**src/rtl/sm_rr_sched.sv**
```systemverilog
// Round-robin scheduler that shares one sm_para-style FSM among N_REQ requesters.
// Each grant drives one burst of command beats, then completes through DRAIN or aborts on sm_err.
module sm_rr_sched #(
  parameter int   N_REQ       = 4,
  parameter int   BURST       = 4,
  parameter int   RECOVER_CYC = 2,
  parameter logic IDLE_I1     = 1'b1,
  parameter logic IDLE_I2     = 1'b0
) (
  input  logic               clk,
  input  logic               rst,
  input  logic [N_REQ-1:0]   req,
  input  logic [2*N_REQ-1:0] cmd,
  output logic [N_REQ-1:0]   gnt,
  output logic               beat,
  output logic               sm_i1,
  output logic               sm_i2,
  input  logic               sm_o1,
  input  logic               sm_o2,
  input  logic               sm_err,
  output logic [N_REQ-1:0]   done,
  output logic [N_REQ-1:0]   abort,
  output logic [1:0]         status,
  output logic               busy
);
  localparam int IDX_W = $clog2(N_REQ);
  localparam int CNT_W = (BURST > 1) ? $clog2(BURST) : 1;
  localparam int REC_W = (RECOVER_CYC > 1) ? $clog2(RECOVER_CYC) : 1;
  localparam logic [IDX_W-1:0] LAST_IDX = IDX_W'(N_REQ - 1);
  localparam logic [CNT_W-1:0] CNT_LAST = CNT_W'(BURST - 1);
  localparam logic [REC_W-1:0] REC_LAST = REC_W'(RECOVER_CYC - 1);
  localparam logic [N_REQ-1:0] ONE      = {{(N_REQ-1){1'b0}}, 1'b1};

  typedef enum logic [1:0] {IDLE, RUN, DRAIN, RECOVER} state_t;

  state_t           state, state_next;
  logic [IDX_W-1:0] g, g_next, ptr, ptr_next, pick, scan;
  logic [CNT_W-1:0] cnt, cnt_next;
  logic [REC_W-1:0] rc, rc_next;
  logic [N_REQ-1:0] gnt_next, done_next, abort_next, g_oh;
  logic             beat_next, i1_next, i2_next, found;
  logic [1:0]       status_next;

  assign g_oh = ONE << g;
  assign busy = (state != IDLE);

  // Search starts just after the last served requester so service rotates fairly.
  always_comb begin
    found = 1'b0;
    pick  = ptr;
    scan  = '0;
    for (int k = 1; k <= N_REQ; k++) begin
      scan = IDX_W'((int'(ptr) + k) % N_REQ);
      if (!found && req[scan]) begin
        found = 1'b1;
        pick  = scan;
      end
    end
  end

  always_comb begin
    state_next  = state;
    g_next      = g;
    ptr_next    = ptr;
    cnt_next    = cnt;
    rc_next     = rc;
    gnt_next    = gnt;
    beat_next   = 1'b0;
    i1_next     = IDLE_I1;
    i2_next     = IDLE_I2;
    done_next   = '0;
    abort_next  = '0;
    status_next = status;
    case (state)
      IDLE: begin
        if (found) begin
          g_next     = pick;
          gnt_next   = ONE << pick;
          cnt_next   = '0;
          state_next = RUN;
        end
      end
      RUN: begin
        if (sm_err) begin
          state_next = RECOVER;
        end else if (!req[g]) begin
          state_next = DRAIN;
        end else begin
          beat_next = 1'b1;
          i1_next   = cmd[{g, 1'b1}];
          i2_next   = cmd[{g, 1'b0}];
          if (cnt == CNT_LAST) state_next = DRAIN;
          else                 cnt_next   = cnt + 1'b1;
        end
      end
      DRAIN: begin
        if (sm_err) begin
          state_next = RECOVER;
        end else begin
          status_next = {sm_o1, sm_o2};
          done_next   = g_oh;
          gnt_next    = '0;
          ptr_next    = g;
          state_next  = IDLE;
        end
      end
      RECOVER: begin
        if (rc == REC_LAST) state_next = IDLE;
        else                rc_next    = rc + 1'b1;
      end
      default: state_next = IDLE;
    endcase
    // Common abort bookkeeping for errors seen in either RUN or DRAIN.
    if (state_next == RECOVER && state != RECOVER) begin
      abort_next = g_oh;
      gnt_next   = '0;
      ptr_next   = g;
      rc_next    = '0;
    end
  end

  always_ff @(posedge clk or posedge rst) begin
    if (rst) begin
      state  <= IDLE;
      g      <= '0;
      ptr    <= LAST_IDX;
      cnt    <= '0;
      rc     <= '0;
      gnt    <= '0;
      beat   <= 1'b0;
      sm_i1  <= IDLE_I1;
      sm_i2  <= IDLE_I2;
      done   <= '0;
      abort  <= '0;
      status <= 2'b00;
    end else begin
      state  <= state_next;
      g      <= g_next;
      ptr    <= ptr_next;
      cnt    <= cnt_next;
      rc     <= rc_next;
      gnt    <= gnt_next;
      beat   <= beat_next;
      sm_i1  <= i1_next;
      sm_i2  <= i2_next;
      done   <= done_next;
      abort  <= abort_next;
      status <= status_next;
    end
  end
endmodule
```
**config.mk**
```make
export PLATFORM = sky130hd
export DESIGN_NAME = sm_rr_sched
export DESIGN_NICKNAME = d
export VERILOG_FILES = /design/src/rtl/sm_rr_sched.sv
export SDC_FILE = /design/constraint.sdc
export NUM_CORES = 1
export LEC_CHECK = 0
export ABC_AREA = 1
export BUFFER_PORTS_ARGS = -buffer_cell sky130_fd_sc_hd__buf_2
export CORE_ASPECT_RATIO = 0.5
export CORE_UTILIZATION = 48
export CTS_CLUSTER_SIZE = 16
export DETAILED_ROUTE_END_ITERATION = 8
export PLACE_DENSITY = 0.85
export SYNTH_ARGS = -nofsm -noshare
export SYNTH_HDL_FRONTEND = slang
export SYNTH_SLANG_ARGS = --single-unit
export TNS_END_PERCENT = 10
```
**constraint.sdc**
```tcl
create_clock -name clk -period 1.7 [get_ports clk]
set_clock_uncertainty 0.1 [all_clocks]
set_input_delay 0.34 -clock clk [delete_from_list [all_inputs] [get_ports clk]]
set_output_delay 0.34 -clock clk [all_outputs]
set_load 0.005 [all_outputs]
```
==> results.json, run 1 <==
{
  "die_h_um": 41.2,
  "synth.area.top_cells": "dfrtp_1, nand2_1, nand2_2",
  "drt-vias-per-instance": 5.14,
  "slew_violations": 0,
  "power.leakage_nw": 1.03,
  "cts_sinks": 26,
  "worstPathArrival_ns": 1.85,
  "period_minus_slack_ns": 1.79,
  "synth.top_cells.by_count": "nand2_1, dfrtp_1, inv_1, nor2_1, nand2_2",
  "routedWlPerCell_um": 12.9,
  "io_buffers": 34,
  "ir_drop_mv": 1.36,
  "grt_antenna_before_repair": 0,
  "path_class": "reg2reg",
  "clk_latency_ns": 0.27,
  "root_buffer": "clkbuf_8",
  "max_freq_mhz": 559,
  "io_pins": 35,
  "synth_seq_cells": 26,
  "grt_pass1_vias": 1194,
  "regArea_um2": 656,
  "finalPower_mw": 3.62,
  "fin_crit_sh_pct": 105,
  "num_antenna_cells": 0,
  "power.density_mw_per_mm2": 1960,
  "syn_area_per_cell_um2": 8.03,
  "cts_hold_buf": 0,
  "critPathRequiredTime_ns": 1.77,
  "syn_area_mm2": 0.00148,
  "cts_buffers": 3,
  "finalHoldViolations": 0,
  "wl_mm": 3.49,
  "fillers": 215,
  "cts_buffer_depth": 2,
  "worst_pin_slew_ns": 0.330,
  "route.detailed.drc": 0,
  "synth-main-ff-cell": "dfrtp_1",
  "r2r_start": "ptr[0]",
  "dr.first_iter.drc_count": 82,
  "yosysTopAreaCellShare_pct": 39.0,
  "syn-num-nets": 202,
  "yosys_warnings": 0,
  "final_critical_path_setup_slack_ns": -0.0880,
  "rsz0062_at_grt": "yes",
  "crit_path_end_kind": "register",
  "drive_above_1_share_pct": 38.0,
  "via_count": 1394,
  "ys_seq_area_share_pct": 44.3,
  "grt_pass1_wl_mm": 5.35,
  "final_nets": 253,
  "grt_max_degree": 27,
  "violations": "negative setup slack",
  "grt_overflow": 0,
  "dr.pass1.iters": 4,
  "place_congestion": 0.914,
  "hp-class": "in2async",
  "syn_inst": 184,
  "cts_tree": "yes",
  "clk_pin_slew_ns": 0.09,
  "fp.coreArea_mm2": 0.00275,
  "multi_input_area_um2": 694,
  "status": "finished with violations",
  "cap_violations": 0,
  "synthArstFlopShare_pct": 100,
  "die_w_um": 80.5,
  "synth_edf_count": 0,
  "dp_hpwl_mm": 2.70,
  "worstPathMaxFanout": 10,
  "final_util_pct": 67.0,
  "start_util_pct": 53.8,
  "yosysTopAreaCell": "dfrtp_1",
  "slew_headroom_pct": 78.0,
  "num_rows": 13,
  "syn_to_final_growth_pct": 24.7,
  "setup_viol": 7,
  "yosysMostFrequentCell": "nand2_1",
  "startpoint_type": "register",
  "ant_nets": 0,
  "ys_types": 27,
  "track_usage_pct": 23.0,
  "h-tree-depth": 1,
  "dieArea_mm2": 0.00332,
  "critPathLaunch": "ptr[0]"
}
==> layout by cell type, fill, tap and decap left out, types with 2 or more instances in the layout <==
| master | instances |
|---|---|
| mux2_2 | 2 |
| buf_2 | 34 |
| nand2_1 | 47 |
| a31oi_1 | 2 |
| nor2_2 | 2 |
| o21ai_0 | 2 |
| nor2_1 | 15 |
| o21ai_1 | 6 |
| a22oi_1 | 3 |
| nand4_1 | 10 |
| nand3_1 | 13 |
| a21oi_1 | 4 |
| nand2_4 | 2 |
| nand2_2 | 14 |
| inv_1 | 18 |
| dfrtp_1 | 22 |
| dfstp_2 | 3 |
| clkbuf_8 | 4 |
| inv_2 | 4 |
| buf_4 | 15 |
==> metal layers <==
metal / track usage (%) / part of all wire (%) / routed length, um / vias to the layer above
li1: - / - / - / 701
met1: 28.0 / 44 / 1540 / 653
met2: 42.8 / 50 / 1760 / 38
met3: 5.33 / 5.0 / 173 / 2
met4: 6.25 / 0.54 / 19 / 0
met5: 0 / 0 / 0 / -
==> power breakdown <==
group          internal [mW]  switching (mW)  total, mW
sequential             0.850           0.165       1.01
clock                  0.207           0.192      0.399
combinational          0.886            1.32       2.21
total                   1.94            1.68       3.62
==> state kept, by name, indices dropped and copies added (netlist names) <==
register  count
abort         4
beat          1
cnt           2
done          4
g             2
gnt           4
ptr           2
rc            1
sm_i1         1
sm_i2         1
state         2
status        2
==> cell type report <==
class | instances | share of cell area [%]
tap | 37 | 2.51
sequential | 26 | 35.6
clock buffer | 4 | 2.99
multi-input combinational | 131 | 37.7
timing repair buffer | 50 | 16.4
inverter | 23 | 4.82
==> critical path, stage by stage (launching register included) <==
cell and delay (ns):
dfstp_2 0.57, inv_2 0.08, nand2_1 0.07, nand2_1 0.08, nand2_1 0.09, nand2_2 0.07
nand3b_2 0.25, nand2_4 0.14, inv_2 0.07, nand4_1 0.09, nand2_1 0.07
==> timing repair <==
action                                  4_1_cts  5_1_grt
pin swaps                                     1        2
gates resized for setup                       1        2
endpoints found under the setup margin        8       17
endpoints found under the hold margin         0        0
buffers inserted                              0        0
==> cells by family (layout without fill, tap and decap cells) <==
logic type,after synthesis,after routing,share of synthesized area [%]
buffers and inverters,27,77,9.06
AOI/OAI and AO/OA,21,21,8.55
muxes,2,2,1.52
and+or+nand+nor,107,107,35.7
DFF,26,26,44.3
adders and majority gates,1,1,0.847
==> metrics by stage <==
step	setup slack (ns)	std cells	TNS [ns]	area, um^2	hold slack (ns)
6_report	-0.0880	271	-0.398	1840	0.000148
5_1_grt	-0.232	271	-1.81	1840	0.0182
4_1_cts	-0.0800	271	-0.345	1840	0.00707
3_5_place_dp	-0.0736	267	-0.352	1780	0.306
3_3_place_gp	0.00210	267	0	1780	0.300
2_1_floorplan	0.0461	184	0	1480	0.278
==> final timing paths <==
| kind | end | slack (ns) | cells past startpoint |
|---|---|---|---|
| min in group clk | status[0] | 0.20 | 2 |
| max | gnt[0] | -0.09 | 10 |
| max in group asynchronous | ptr[0] | 1.21 | 3 |
| min | status[1] | 0.0001 | 3 |
| min reg2reg | rc | 0.41 | 2 |
| max reg2reg | gnt[0] | -0.09 | 10 |
No activity file was read; power rests on OpenSTA's default activity.
==> run 2, diff against run 1 <==
--- a/config.mk
+++ b/config.mk
@@ -7,11 +7,13 @@
 export LEC_CHECK = 0
 export ABC_AREA = 1
 export BUFFER_PORTS_ARGS = -buffer_cell sky130_fd_sc_hd__buf_2
-export CORE_ASPECT_RATIO = 0.5
+export CORE_ASPECT_RATIO = 0.8
 export CORE_UTILIZATION = 48
 export CTS_CLUSTER_SIZE = 16
 export DETAILED_ROUTE_END_ITERATION = 8
+export MAX_ROUTING_LAYER = met4
 export PLACE_DENSITY = 0.85
+export SLEW_MARGIN = 10
 export SYNTH_ARGS = -nofsm -noshare
 export SYNTH_HDL_FRONTEND = slang
 export SYNTH_SLANG_ARGS = --single-unit
==> results.json, run 2 (synthesis gave the netlist of run 1 again) <==
{
  "status": "finished with violations",
  "violations": "negative setup slack",
  "r2r_slack_ns": -0.13,
  "slew_headroom_pct": 79.0,
  "slew_violations": 0,
  "root_buffer": "clkbuf_8",
  "grt_pass1_wl_mm": 5.59,
  "fp.coreArea_mm2": 0.00285,
  "cp_common_cell": "nand2_2",
  "ir_drop_mv": 1.22,
  "clk_latency_ns": 0.27,
  "finalPower_mw": 3.99,
  "r2r_end": "gnt[1]",
  "finalHoldViolations": 0,
  "cts_sinks": 26,
  "placed_area_mm2": 0.00177,
  "num_antenna_cells": 0,
  "period_minus_slack_ns": 1.83,
  "place_congestion": 0.874,
  "path_cells": "inv_4, nand2_2, nand2_4, nand2_2, nand2_4, nor2_4, nand2_1, nand3_2, nand2_2, nor2_2, nand4_1, nand2_1",
  "cp_slowest_stage_delay_ns": 0.62,
  "dr.pass1.iters": 4,
  "grt_overflow": 0,
  "final_critical_path_setup_slack_ns": -0.126,
  "fillers": 212,
  "startpoint_type": "register",
  "dieArea_mm2": 0.00331,
  "worstPathArrival_ns": 1.93,
  "drt-vias-per-instance": 5.16,
  "max_freq_mhz": 548,
  "wl_mm": 3.50,
  "io_pins": 35,
  "worst_pin_slew_ns": 0.315,
  "dr.first_iter.drc_count": 100,
  "setup_viol": 8,
  "io_buffers": 34,
  "cts_hold_buf": 0,
  "die_h_um": 51.6,
  "grt_max_degree": 27,
  "path_class": "reg2reg",
  "die_w_um": 64.0,
  "crit_path_end_kind": "register",
  "dp_hpwl_mm": 2.43,
  "hold_ws_ns": 0.00528,
  "place_ws_ns": -0.0951,
  "cts_buffers": 3,
  "cts_tree": "yes",
  "mostFrequentLayoutCells": "nand2_1, buf_2, nand2_2, dfrtp_1",
  "reg_top3": "abort (4), done (4), gnt (4)",
  "via_count": 1429,
  "syn_to_final_growth_pct": 33.5,
  "rsz0062_at_grt": "yes",
  "route.detailed.drc": 0,
  "critPathSlowestCell": "dfstp_2",
  "start_util_pct": 51.8,
  "ant_nets": 0,
  "final_cells": 277,
  "rr_worst_depth": 12,
  "cp.buffers_inverters": 1,
  "hp-class": "in2async",
  "final_common_cell": "nand2_1",
  "final_util_pct": 69.2,
  "postLayoutCellArea_mm2": 0.00197,
  "power.density_mw_per_mm2": 2020,
  "setup_tns_ns": -0.720,
  "drive_above_1_share_pct": 45.6,
  "track_usage_pct": 22.6,
  "critPathRequiredTime_ns": 1.81,
  "fin_crit_sh_pct": 107,
  "worstPathMaxFanout": 6,
  "grt_pass1_vias": 1281,
  "final_nets": 258,
  "routedWlPerCell_um": 12.6,
  "r2r_start": "ptr[1]",
  "num_rows": 17,
  "cts_buffer_depth": 2,
  "clk_pin_slew_ns": 0.09,
  "crit_family": "simple AND/OR/NAND/NOR gates",
  "grt_antenna_before_repair": 0,
  "h-tree-depth": 1,
  "cap_violations": 0,
  "dp.cells": 266,
  "power.leakage_nw": 1.08
}
run 2: worst max path at each step:
stage	start	end	depth (start not counted)
floorplan	ptr[1]	gnt[0]	11
global placement	ptr[0]	gnt[2]	9
detailed placement	ptr[0]	gnt[3]	10
CTS	ptr[0]	gnt[1]	12
global route	ptr[0]	gnt[3]	13
finish	ptr[1]	gnt[1]	12
run 2: worst min-delay path: stages:
cell   delay [ns]
buf_2        0.09
inv_1        0.04
buf_4        0.30
run 2: routing by layer:
| metal | global-route usage [%] | part of all wire, % | vias to the layer above |
|---|---|---|---|
| met4 | 1.89 | 0.74 | 0 |
| li1 | - | - | 712 |
| met5 | - | 0 | - |
| met1 | 29.7 | 45 | 668 |
| met2 | 37.6 | 49 | 45 |
| met3 | 4.82 | 4.9 | 4 |
run 2: repair_timing:
item | 4_1_cts | 5_1_grt
setup buffers | 0 | 6
gates resized for setup | 2 | 22
gates cloned | 1 | 0
setup endpoints to repair | 7 | 16
pin swaps | 1 | 14
run 2: cell type report:
class / instances / area [um^2] / share of cell area (%)
Sequential cell: 26 / 656 / 33.2
Tap cell: 38 / 47.5 / 2.41
Multi-Input combinational cell: 132 / 771 / 39.1
Clock buffer: 3 / 41.3 / 2.09
Clock inverter: 1 / 30.0 / 1.52
Timing Repair Buffer: 54 / 337 / 17.1
Inverter: 23 / 91.3 / 4.63
run 2: report_power, final:
group          switching, mW  internal, mW  leakage, nW
logic                   1.46          1.02        0.708
registers              0.168         0.850        0.334
clock network          0.183         0.315       0.0357
total                   1.81          2.18         1.08
